### config.mk
export PLATFORM = sky130hd
export DESIGN_NAME = game_round_engine
export DESIGN_NICKNAME = d
export VERILOG_FILES = /design/src/rtl/game_pkg.sv /design/src/rtl/hit_debouncer.sv /design/src/rtl/game_round_engine.sv
export SDC_FILE = /design/constraint.sdc
export NUM_CORES = 1
export LEC_CHECK = 0
export CAP_MARGIN = 10
export CORE_UTILIZATION = 65
export CTS_CLUSTER_DIAMETER = 80
export DETAILED_ROUTE_END_ITERATION = 8
export PLACE_DENSITY_LB_ADDON = 0.3
export SLEW_MARGIN = 10
export SYNTH_ARGS = -nofsm -noshare
export SYNTH_HDL_FRONTEND = slang
export SYNTH_HIERARCHICAL = 1
export SYNTH_SLANG_ARGS = --single-unit
### constraint.sdc
create_clock -name CLOCK_50 -period 7.3 [get_ports CLOCK_50]
set_input_delay 0.73 -clock CLOCK_50 [delete_from_list [all_inputs] [get_ports CLOCK_50]]
set_output_delay 0.73 -clock CLOCK_50 [all_outputs]
set_load 0.005 [all_outputs]
### src/rtl/game_pkg.sv
// ---------------------------------------------------------------------------
// game_pkg : shared state encoding and width helpers for the round engine.
// Revision : 1.0
// ---------------------------------------------------------------------------
`default_nettype none

package game_pkg;

  typedef enum logic [1:0] {
    ST_LOBBY = 2'd0,
    ST_PLAY  = 2'd1,
    ST_OVER  = 2'd2
  } game_state_e;

  function automatic int box_w(input int num_boxes);
    return $clog2(num_boxes + 1);
  endfunction

  function automatic int time_w(input int round_secs);
    return $clog2(round_secs + 1);
  endfunction

endpackage

`default_nettype wire

### src/rtl/hit_debouncer.sv
// ---------------------------------------------------------------------------
// hit_debouncer : single-shot strike detector on a registered box address.
// Revision : 1.0
// ---------------------------------------------------------------------------
`default_nettype none

module hit_debouncer #(
  parameter int BOX_W    = 3,
  parameter int DEBOUNCE = 250_000
) (
  input  logic             CLOCK_50,
  input  logic             resetn,
  input  logic [BOX_W-1:0] sample,
  output logic             strike,
  output logic [BOX_W-1:0] strike_addr
);

  localparam int CNT_W = $clog2(DEBOUNCE + 1);
  localparam logic [CNT_W-1:0] CNT_MAX = CNT_W'(DEBOUNCE);

  logic [BOX_W-1:0] prev_q, prev_d;
  logic [CNT_W-1:0] cnt_q, cnt_d;
  logic             armed_q, armed_d;

  assign strike      = armed_q && (cnt_q == CNT_MAX);
  assign strike_addr = prev_q;

  // Only an idle (zero) sample re-arms; switching boxes just restarts the count.
  always_comb begin
    prev_d  = sample;
    cnt_d   = cnt_q;
    armed_d = armed_q;
    if (sample == '0) begin
      cnt_d   = '0;
      armed_d = 1'b1;
    end else begin
      if (strike) armed_d = 1'b0;
      if (sample != prev_q) cnt_d = CNT_W'(1);
      else if (cnt_q != CNT_MAX) cnt_d = cnt_q + 1'b1;
    end
  end

  always_ff @(posedge CLOCK_50 or negedge resetn) begin
    if (!resetn) begin
      prev_q  <= '0;
      cnt_q   <= '0;
      armed_q <= 1'b1;
    end else begin
      prev_q  <= prev_d;
      cnt_q   <= cnt_d;
      armed_q <= armed_d;
    end
  end

endmodule

`default_nettype wire

### src/rtl/game_round_engine.sv
// ---------------------------------------------------------------------------
// game_round_engine : lobby/play/over round FSM with timed scoring of strikes.
// Revision : 1.0
// ---------------------------------------------------------------------------
`default_nettype none

module game_round_engine
  import game_pkg::*;
#(
  parameter int NUM_BOXES    = 6,
  parameter int SCORE_W      = 11,
  parameter int TICK_DIV     = 50_000_000,
  parameter int ROUND_SECS   = 60,
  parameter int DEBOUNCE     = 250_000,
  parameter int SOUND_CYCLES = 25_000_000,
  parameter bit PENALTY_EN   = 1'b1,
  localparam int BOX_W       = box_w(NUM_BOXES),
  localparam int TIME_W      = time_w(ROUND_SECS)
) (
  input  logic               CLOCK_50,
  input  logic               resetn,
  input  logic               start_game,
  input  logic [BOX_W-1:0]   sensor_addr,
  input  logic [BOX_W-1:0]   target_addr,
  output logic [SCORE_W-1:0] score,
  output logic [TIME_W-1:0]  time_left,
  output logic [1:0]         state,
  output logic               lobby_sound,
  output logic               hit_sound,
  output logic               next_target,
  output logic               game_over
);

  localparam int TICK_W = (TICK_DIV > 1) ? $clog2(TICK_DIV) : 1;
  localparam int SND_W  = $clog2(SOUND_CYCLES + 1);
  localparam logic [TICK_W-1:0] TICK_LAST = TICK_W'(TICK_DIV - 1);
  localparam logic [TIME_W-1:0] TIME_FULL = TIME_W'(ROUND_SECS);
  localparam logic [BOX_W-1:0]  MAX_BOX   = BOX_W'(NUM_BOXES);
  localparam logic [SND_W-1:0]  SND_LOAD  = SND_W'(SOUND_CYCLES);

  game_state_e        state_q, state_d;
  logic [BOX_W-1:0]   sens_q, sens_d;
  logic [TICK_W-1:0]  tick_q, tick_d;
  logic [TIME_W-1:0]  time_q, time_d;
  logic [SCORE_W-1:0] score_q, score_d;
  logic [SND_W-1:0]   snd_q, snd_d;
  logic               nt_q, nt_d;
  logic               lobby_q, lobby_d;
  logic               over_q, over_d;

  logic               strike;
  logic [BOX_W-1:0]   strike_addr;

  hit_debouncer #(
    .BOX_W    (BOX_W),
    .DEBOUNCE (DEBOUNCE)
  ) u_debouncer (
    .CLOCK_50    (CLOCK_50),
    .resetn      (resetn),
    .sample      (sens_q),
    .strike      (strike),
    .strike_addr (strike_addr)
  );

  always_comb begin
    sens_d  = (sensor_addr > MAX_BOX) ? '0 : sensor_addr;
    state_d = state_q;
    tick_d  = tick_q;
    time_d  = time_q;
    score_d = score_q;
    snd_d   = (snd_q != '0) ? snd_q - 1'b1 : snd_q;
    nt_d    = 1'b0;

    unique case (state_q)
      ST_LOBBY: begin
        if (start_game) begin
          state_d = ST_PLAY;
          score_d = '0;
          time_d  = TIME_FULL;
          tick_d  = '0;
        end
      end
      ST_PLAY: begin
        if (tick_q == TICK_LAST) begin
          tick_d = '0;
          time_d = time_q - 1'b1;
          if (time_q == TIME_W'(1)) state_d = ST_OVER;
        end else begin
          tick_d = tick_q + 1'b1;
        end
        // Scoring is independent of the tick so a strike on the final tick still counts.
        if (strike) begin
          if ((target_addr != '0) && (strike_addr == target_addr)) begin
            nt_d  = 1'b1;
            snd_d = SND_LOAD;
            if (score_q != '1) score_d = score_q + 1'b1;
          end else if (PENALTY_EN && (score_q != '0)) begin
            score_d = score_q - 1'b1;
          end
        end
      end
      ST_OVER: begin
        if (start_game) state_d = ST_LOBBY;
      end
      default: state_d = ST_LOBBY;
    endcase

    lobby_d = (state_d == ST_LOBBY);
    over_d  = (state_d == ST_OVER);
  end

  always_ff @(posedge CLOCK_50 or negedge resetn) begin
    if (!resetn) begin
      state_q <= ST_LOBBY;
      sens_q  <= '0;
      tick_q  <= '0;
      time_q  <= TIME_FULL;
      score_q <= '0;
      snd_q   <= '0;
      nt_q    <= 1'b0;
      lobby_q <= 1'b1;
      over_q  <= 1'b0;
    end else begin
      state_q <= state_d;
      sens_q  <= sens_d;
      tick_q  <= tick_d;
      time_q  <= time_d;
      score_q <= score_d;
      snd_q   <= snd_d;
      nt_q    <= nt_d;
      lobby_q <= lobby_d;
      over_q  <= over_d;
    end
  end

  assign score       = score_q;
  assign time_left   = time_q;
  assign state       = state_q;
  assign lobby_sound = lobby_q;
  assign hit_sound   = (snd_q != '0);
  assign next_target = nt_q;
  assign game_over   = over_q;

endmodule

`default_nettype wire

==> impl_metrics.env, run 1 <==
export IMPL_rsz0062_at_grt="false"
export IMPL_ys_seq_elements=98
export IMPL_fin_ws_ns=3.60
export IMPL_ys_seq_area_share_pct=45.2
export IMPL_power_density_nw_per_um2=221
export IMPL_core_area_um2=7930
export IMPL_synth_top_family_by_area="simple AND/OR/NAND/NOR gates"
export IMPL_required_ns=7.56
export IMPL_syn_num_nets=603
export IMPL_ant_nets=0
export IMPL_ios=32
export IMPL_vias_per_cell=6.45
export IMPL_slew_viol_final=0
export IMPL_worst_pin_slew_ns=1.16
export IMPL_dpl_hpwl_um=8060
export IMPL_finalCriticalPeriod_ns=3.70
export IMPL_cp_slowest_cell="nor4_2"
export IMPL_drc=0
export IMPL_grt_antenna_before_repair=0
export IMPL_drt_initial_drc_count=225
export IMPL_worst_path_buf_inv=2
export IMPL_syn_area_um2=5440
export IMPL_ys_top_cells_by_area="dfrtp_1 (42%), ha_1 (3.7%), o21ai_1 (3.4%)"
export IMPL_cpLargestDelayFamily="compound AO/OA/AOI/OAI gates"
export IMPL_synth_compound_area_share_pct=14.8
export IMPL_ys_warnings_count=6
export IMPL_fp_dieW_um=93.5
export IMPL_post_place_ws_ns=3.22
export IMPL_final_nets=631
export IMPL_crit_chain="clkdlybuf4s50_1, xor2_1, nor4_2, inv_1, fa_1, a21oi_1, o211ai_1, a31oi_1, o21ai_0, and2_1, a221o_1"
export IMPL_cpPeakStageDelay_ns=0.52
export IMPL_max_freq_mhz=270
export IMPL_status="complete, no violations"
export IMPL_grt_pass1_wl_um=20000
export IMPL_slew_limit_headroom_pct=22.8
export IMPL_synthXorXnorAreaFrac_pct=6.60
export IMPL_yosysTopAreaCellShare_pct=42.3
export IMPL_rows=32
export IMPL_avgSynthCellArea_um2=9.43
export IMPL_synthFlopType="dfrtp_1"
export IMPL_arrival_ns=3.96
export IMPL_timing_final_crit_share_pct=50.7
export IMPL_worstSetupStartpointType="input pin"
export IMPL_post_cts_buffers=0
export IMPL_port_buffers=31
export IMPL_wl_per_cell_um=16.4
export IMPL_clock_sinks=98
export IMPL_dieArea_um2=8740
export IMPL_cts_resized=0
export IMPL_syn2layout_area_growth_pct=10.3
export IMPL_ir_drop_v=0.000184
export IMPL_dr_pass1_iters=5
export IMPL_cap_violations=0
export IMPL_start_util_pct=68.6
export IMPL_synthDistinctLibCells=67
export IMPL_tns_ns=0
export IMPL_synth_mux_area_share_pct=0.575
export IMPL_overflow=0
export IMPL_synthArstFlopShare_pct=100
export IMPL_grt_pass1_vias=4408
export IMPL_ctsHtreeMaxLevel=3
export IMPL_hp_class="input pin to async pin"
export IMPL_clock_latency_ns=0.37
export IMPL_synth_edf_count=0
export IMPL_worst_clock_skew_ns=0.0148
export IMPL_routed_wirelength_um=11700
export IMPL_end_kind="flop"
export IMPL_cts_hold_buf=0
export IMPL_clk_pin_slew_worst_paths_ns=0.10
export IMPL_place_congestion=0.847
export IMPL_synthSimpleGateAreaFrac_pct=26.0
export IMPL_grt_max_degree=69
export IMPL_cts_root_buf="clkbuf_8"
export IMPL_grt_usage_pct=28.9
export IMPL_synth_top_area_cell="dfrtp_1"
export IMPL_power_leakage_nw=2.24
export IMPL_antenna_cells=0
export IMPL_hold_viol_final=0
export IMPL_cts_buffers=9
export IMPL_cts_max_path_buffers=2
export IMPL_cts_tree="done"
export IMPL_final_util_pct=75.6
export IMPL_die_height_um=93.5
export IMPL_drive_gt1_share_pct=7.87
export IMPL_yosys_area_share_adder_pct=4.05
export IMPL_crit_type="input pin to flop"
export IMPL_path_max_fanout=11
export IMPL_num_vias=4589
export IMPL_netlist_instances=577
export IMPL_finalSetupViolations=0
[flip-flops by register name (all words and copies together), names as in the netlist, 2 cells and up]
register                 count
time_left                    6
sens_q                       3
tick_q                      26
snd_q                       25
state                        2
u_debouncer/strike_addr      3
u_debouncer/cnt_q           18
score                       11
[stage by stage]
| step | total power (W) | cells | hold slack, ns | instance area [um2] |
|---|---|---|---|---|
| floorplan | 0.000885 | 577 | 0.385 | 5440 |
| global placement | 0.000975 | 696 | 0.399 | 5810 |
| detailed placement | 0.000996 | 696 | 0.404 | 5810 |
| CTS | 0.00133 | 712 | 0.275 | 6000 |
| global route | 0.00140 | 712 | 0.285 | 6000 |
| finish | 0.00132 | 712 | 0.268 | 6000 |
[power breakdown]
group          total, W  internal (W)  switching (W)
Combinational  0.000329      0.000160       0.000169
Clock          0.000333      0.000136       0.000196
Sequential     0.000662      0.000592      0.0000698
[per-layer routing]
layer	global-route usage, %	vias up	share of wire [%]
li1	-	2175	-
met1	36.4	2261	43
met2	49.6	132	50
met3	5.04	21	4.8
met4	11.4	0	2.1
met5	0	-	0
[cell families (layout without fill, tap and decap cells)]
logic type | after synthesis | after routing
adders and majority gates | 17 | 17
xor gates and xnor gates | 41 | 41
and+or+nand+nor | 250 | 250
muxes | 3 | 3
AOI/OAI and AO/OA | 134 | 134
buffers and inverters | 34 | 67
DFF | 98 | 98
[synthesized netlist by cell type, drive strengths merged (4+ instances only)]
| master | instances |
|---|---|
| a21oi | 28 |
| and3 | 9 |
| buf | 8 |
| nor2 | 49 |
| xor2 | 20 |
| nor4b | 4 |
| a22o | 6 |
| nor3 | 17 |
| nand2 | 48 |
| o21ai | 61 |
| nand4 | 21 |
| o31ai | 16 |
| clkbuf | 8 |
| ha | 16 |
| inv | 18 |
| dfstp | 6 |
| xnor2 | 21 |
| or4 | 11 |
| a31oi | 9 |
| or3 | 18 |
| nor4 | 14 |
| nor2b | 6 |
| nand3 | 33 |
| dfrtp | 92 |
| and2 | 4 |
[placed cells by master, fill, tap and decap left out, types with 6 or more instances in the layout]
master           count
a31oi_1              9
inv_1               18
dfstp_2              6
nand3_1             32
nor2_1              49
nor4_1              10
nor2b_1              6
and3_1               7
ha_1                16
o21ai_1             37
nand4_1             21
xor2_1              20
or4_1               11
o31ai_1             15
o21ai_0             24
nor3_1              15
xnor2_1             21
or3_1               16
a22o_1               6
clkdlybuf4s50_1     30
clkbuf_8            10
a21oi_1             28
dfrtp_1             92
nand2_1             47
[final timing paths]
check | startpoint | end | slack (ns) | cells past startpoint
min in group CLOCK_50 | sens_q[0]$_DFF_PN0_ | u_debouncer/strike_addr[0]$_DFF_PN0_ | 0.42 | 0
hold / removal | resetn | u_debouncer/cnt_q[13]$_DFFE_PN0P_ | 0.27 | 1
setup / recovery | target_addr[2] | score[10]$_DFFE_PN0P_ | 3.60 | 11
hold reg to reg | sens_q[0]$_DFF_PN0_ | u_debouncer/strike_addr[0]$_DFF_PN0_ | 0.42 | 0
setup reg to reg | u_debouncer/strike_addr[2]$_DFF_PN0_ | score[10]$_DFFE_PN0P_ | 4.01 | 10
max in group asynchronous | resetn | tick_q[0]$_DFFE_PN0P_ | 5.84 | 2
[area by class of cell]
type	instances	area (um2)
Inverter	18	67.6
Clock buffer	10	138
Sequential cell	98	2460
Tap cell	102	128
Fill cell	557	1930
Timing Repair Buffer	33	323
Clock inverter	6	48.8
Multi-Input combinational cell	445	2830
[worst register-to-register path: stages, from the launching register on]
cell and delay (ns):
dfrtp_1 0.41, xor2_1 0.16, nor4_2 0.52, inv_1 0.35, fa_1 0.48, a21oi_1 0.26, o211ai_1 0.14, a31oi_1 0.24
o21ai_0 0.14, and2_1 0.19, a221o_1 0.28
No activity file was read; power rests on OpenSTA's default activity.
==> inputs of run 2 (changes only) <==
Settings changed: CORE_UTILIZATION 65 to 60.
Clock period 7.3 ns to 3.55 ns, I/O delays scaled along.
==> run 2 against run 1 <==
  * Combinational power rose by 110%
  * Clock power rose by 100%
  * First-iteration DRC count is 40% lower
  * Design area rose by 0.77%
  * Power is 110% higher
  * Non-clock buffer count is 7 higher
  * Clock skew rose by 0.0018 ns
  * Hold slack worse by 0.26 ns
  * Sequential cell count unchanged
  * Global-route usage shrank 2.3 points
  * Via count fell by 1.2%
  * Largest power group unchanged
  * Highest routed layer unchanged
==> impl_metrics.env, run 2 (synthesized netlist as in run 1, its figures left out) <==
export IMPL_status="complete, no violations"
export IMPL_cts_buffers=9
export IMPL_fp_dieW_um=97.2
export IMPL_cpPeakStageDelay_ns=0.49
export IMPL_finalSetupViolations=0
export IMPL_ant_nets=0
export IMPL_dr_pass1_iters=6
export IMPL_layout_common_cells="dfrtp_1 (92), nor2_1 (49), nand2_1 (47)"
export IMPL_port_buffers=31
export IMPL_worst_pin_slew_ns=0.816
export IMPL_largestRegisters="tick_q x26, snd_q x25, u_debouncer/cnt_q x18"
export IMPL_tns_ns=0
export IMPL_power_leakage_nw=2.28
export IMPL_required_ns=3.80
export IMPL_regMostFlops="tick_q"
export IMPL_grt_antenna_before_repair=0
export IMPL_clk_pin_slew_worst_paths_ns=0.10
export IMPL_vias_per_cell=6.26
export IMPL_arrival_ns=3.40
export IMPL_ir_drop_v=0.000399
export IMPL_drc=0
export IMPL_start_util_pct=62.1
export IMPL_cts_resized=0
export IMPL_grt_pass1_wl_um=20500
export IMPL_max_freq_mhz=317
export IMPL_path_max_fanout=11
export IMPL_clock_sinks=98
export IMPL_rows=34
export IMPL_grt_usage_pct=26.6
export IMPL_largest_reg_flops=26
export IMPL_cp_slowest_cell="fa_1"
export IMPL_core_area_um2=8760
export IMPL_die_height_um=97.2
export IMPL_routed_wirelength_um=11900
export IMPL_dieArea_um2=9450
export IMPL_final_common_cell="dfrtp_1"
export IMPL_slew_limit_headroom_pct=45.4
export IMPL_wl_per_cell_um=16.5
export IMPL_finalNonFillerCells=724
export IMPL_syn2layout_area_growth_pct=11.1
export IMPL_end_kind="flop"
export IMPL_finalCriticalPeriod_ns=3.15
export IMPL_cts_tree="done"
export IMPL_drive_gt1_share_pct=8.77
export IMPL_grt_max_degree=55
export IMPL_power_density_nw_per_um2=452
export IMPL_post_cts_buffers=0
export IMPL_final_nets=638
export IMPL_cts_root_buf="clkbuf_8"
export IMPL_ctsHtreeMaxLevel=3
export IMPL_overflow=0
export IMPL_worstSetupStartpointType="input pin"
export IMPL_dpl_hpwl_um=8350
export IMPL_cap_violations=0
export IMPL_timing_final_crit_share_pct=88.7
export IMPL_place_congestion=0.958
export IMPL_worst_path_buf_inv=2
export IMPL_drt_initial_drc_count=135
export IMPL_antenna_cells=0
export IMPL_ios=32
export IMPL_cts_hold_buf=0
export IMPL_num_vias=4534
export IMPL_cpLargestDelayFamily="compound AO/OA/AOI/OAI gates"
export IMPL_crit_type="input pin to flop"
export IMPL_hold_viol_final=0
export IMPL_clock_latency_ns=0.38
export IMPL_worst_clock_skew_ns=0.0166
export IMPL_grt_pass1_vias=4465
export IMPL_placed_cells=709
export IMPL_slew_viol_final=0
export IMPL_cts_max_path_buffers=2
export IMPL_fillCellCount=678
export IMPL_hp_class="input pin to async pin"
export IMPL_crit_chain="clkdlybuf4s50_1, xor2_1, nor4_2, inv_1, fa_1, a21oi_1, o211ai_1, a31oi_1, o21ai_0, and2_1, a221o_1"
export IMPL_rsz0062_at_grt="false"
-- run 2: cell count changes in the layout (fill, tap and decap cells not counted), sizes merged --
cell	before	now
buf	3	10
clkbuf	10	9
clkinv	1	2
clkinvlp	3	0
inv	20	22
-- run 2: area by class of cell --
class | count | area [um2] | area share (%)
multi-input combinational | 445 | 2830 | 46.9
sequential | 98 | 2460 | 40.7
inverter | 18 | 67.6 | 1.12
timing repair buffer | 40 | 375 | 6.21
tap | 108 | 135 | 2.24
clock inverter | 6 | 48.8 | 0.807
clock buffer | 9 | 124 | 2.05
-- run 2: metal layers --
layer	track usage (%)	wire length, um
met1	34.5	5360
met2	44.4	5920
met3	4.68	422
met4	10.4	218
met5	0	0
-- run 2: worst paths after layout --
check | depth (start not counted) | slack [ns] | to | start
min reg2reg | 0 | 0.42 | u_debouncer/strike_addr[2]$_DFF_PN0_ | sens_q[2]$_DFF_PN0_
min | 1 | 0.01 | u_debouncer/cnt_q[2]$_DFFE_PN0P_ | resetn
max reg2reg | 10 | 0.42 | score[10]$_DFFE_PN0P_ | u_debouncer/strike_addr[2]$_DFF_PN0_
max in group asynchronous | 2 | 2.68 | time_left[5]$_DFFE_PN1P_ | resetn
max | 11 | 0.40 | score[10]$_DFFE_PN0P_ | target_addr[1]
min in group CLOCK_50 | 0 | 0.42 | u_debouncer/strike_addr[2]$_DFF_PN0_ | sens_q[2]$_DFF_PN0_
-- run 2: through the flow --
step	setup WS (ns)	hold slack, ns	utilization (%)	total power (W)	instance area [um2]
final	0.400	0.0101	69.0	0.00273	6040
after global routing	0.253	0.0452	69.0	0.00289	6040
after CTS	0.461	0.0172	69.0	0.00274	6040
after detailed placement	0.0723	0.409	67.0	0.00206	5870
after global placement	0.176	0.401	67.0	0.00201	5870
after floorplan	0.692	0.0594	-	0.00182	5440
-- run 2: report_power, final --
group	switching (W)	internal [W]	leakage (nW)	total [W]
Combinational	0.000368	0.000333	1.01	0.000701
Clock	0.000412	0.000261	0.0909	0.000674
Sequential	0.000141	0.00122	1.18	0.00136
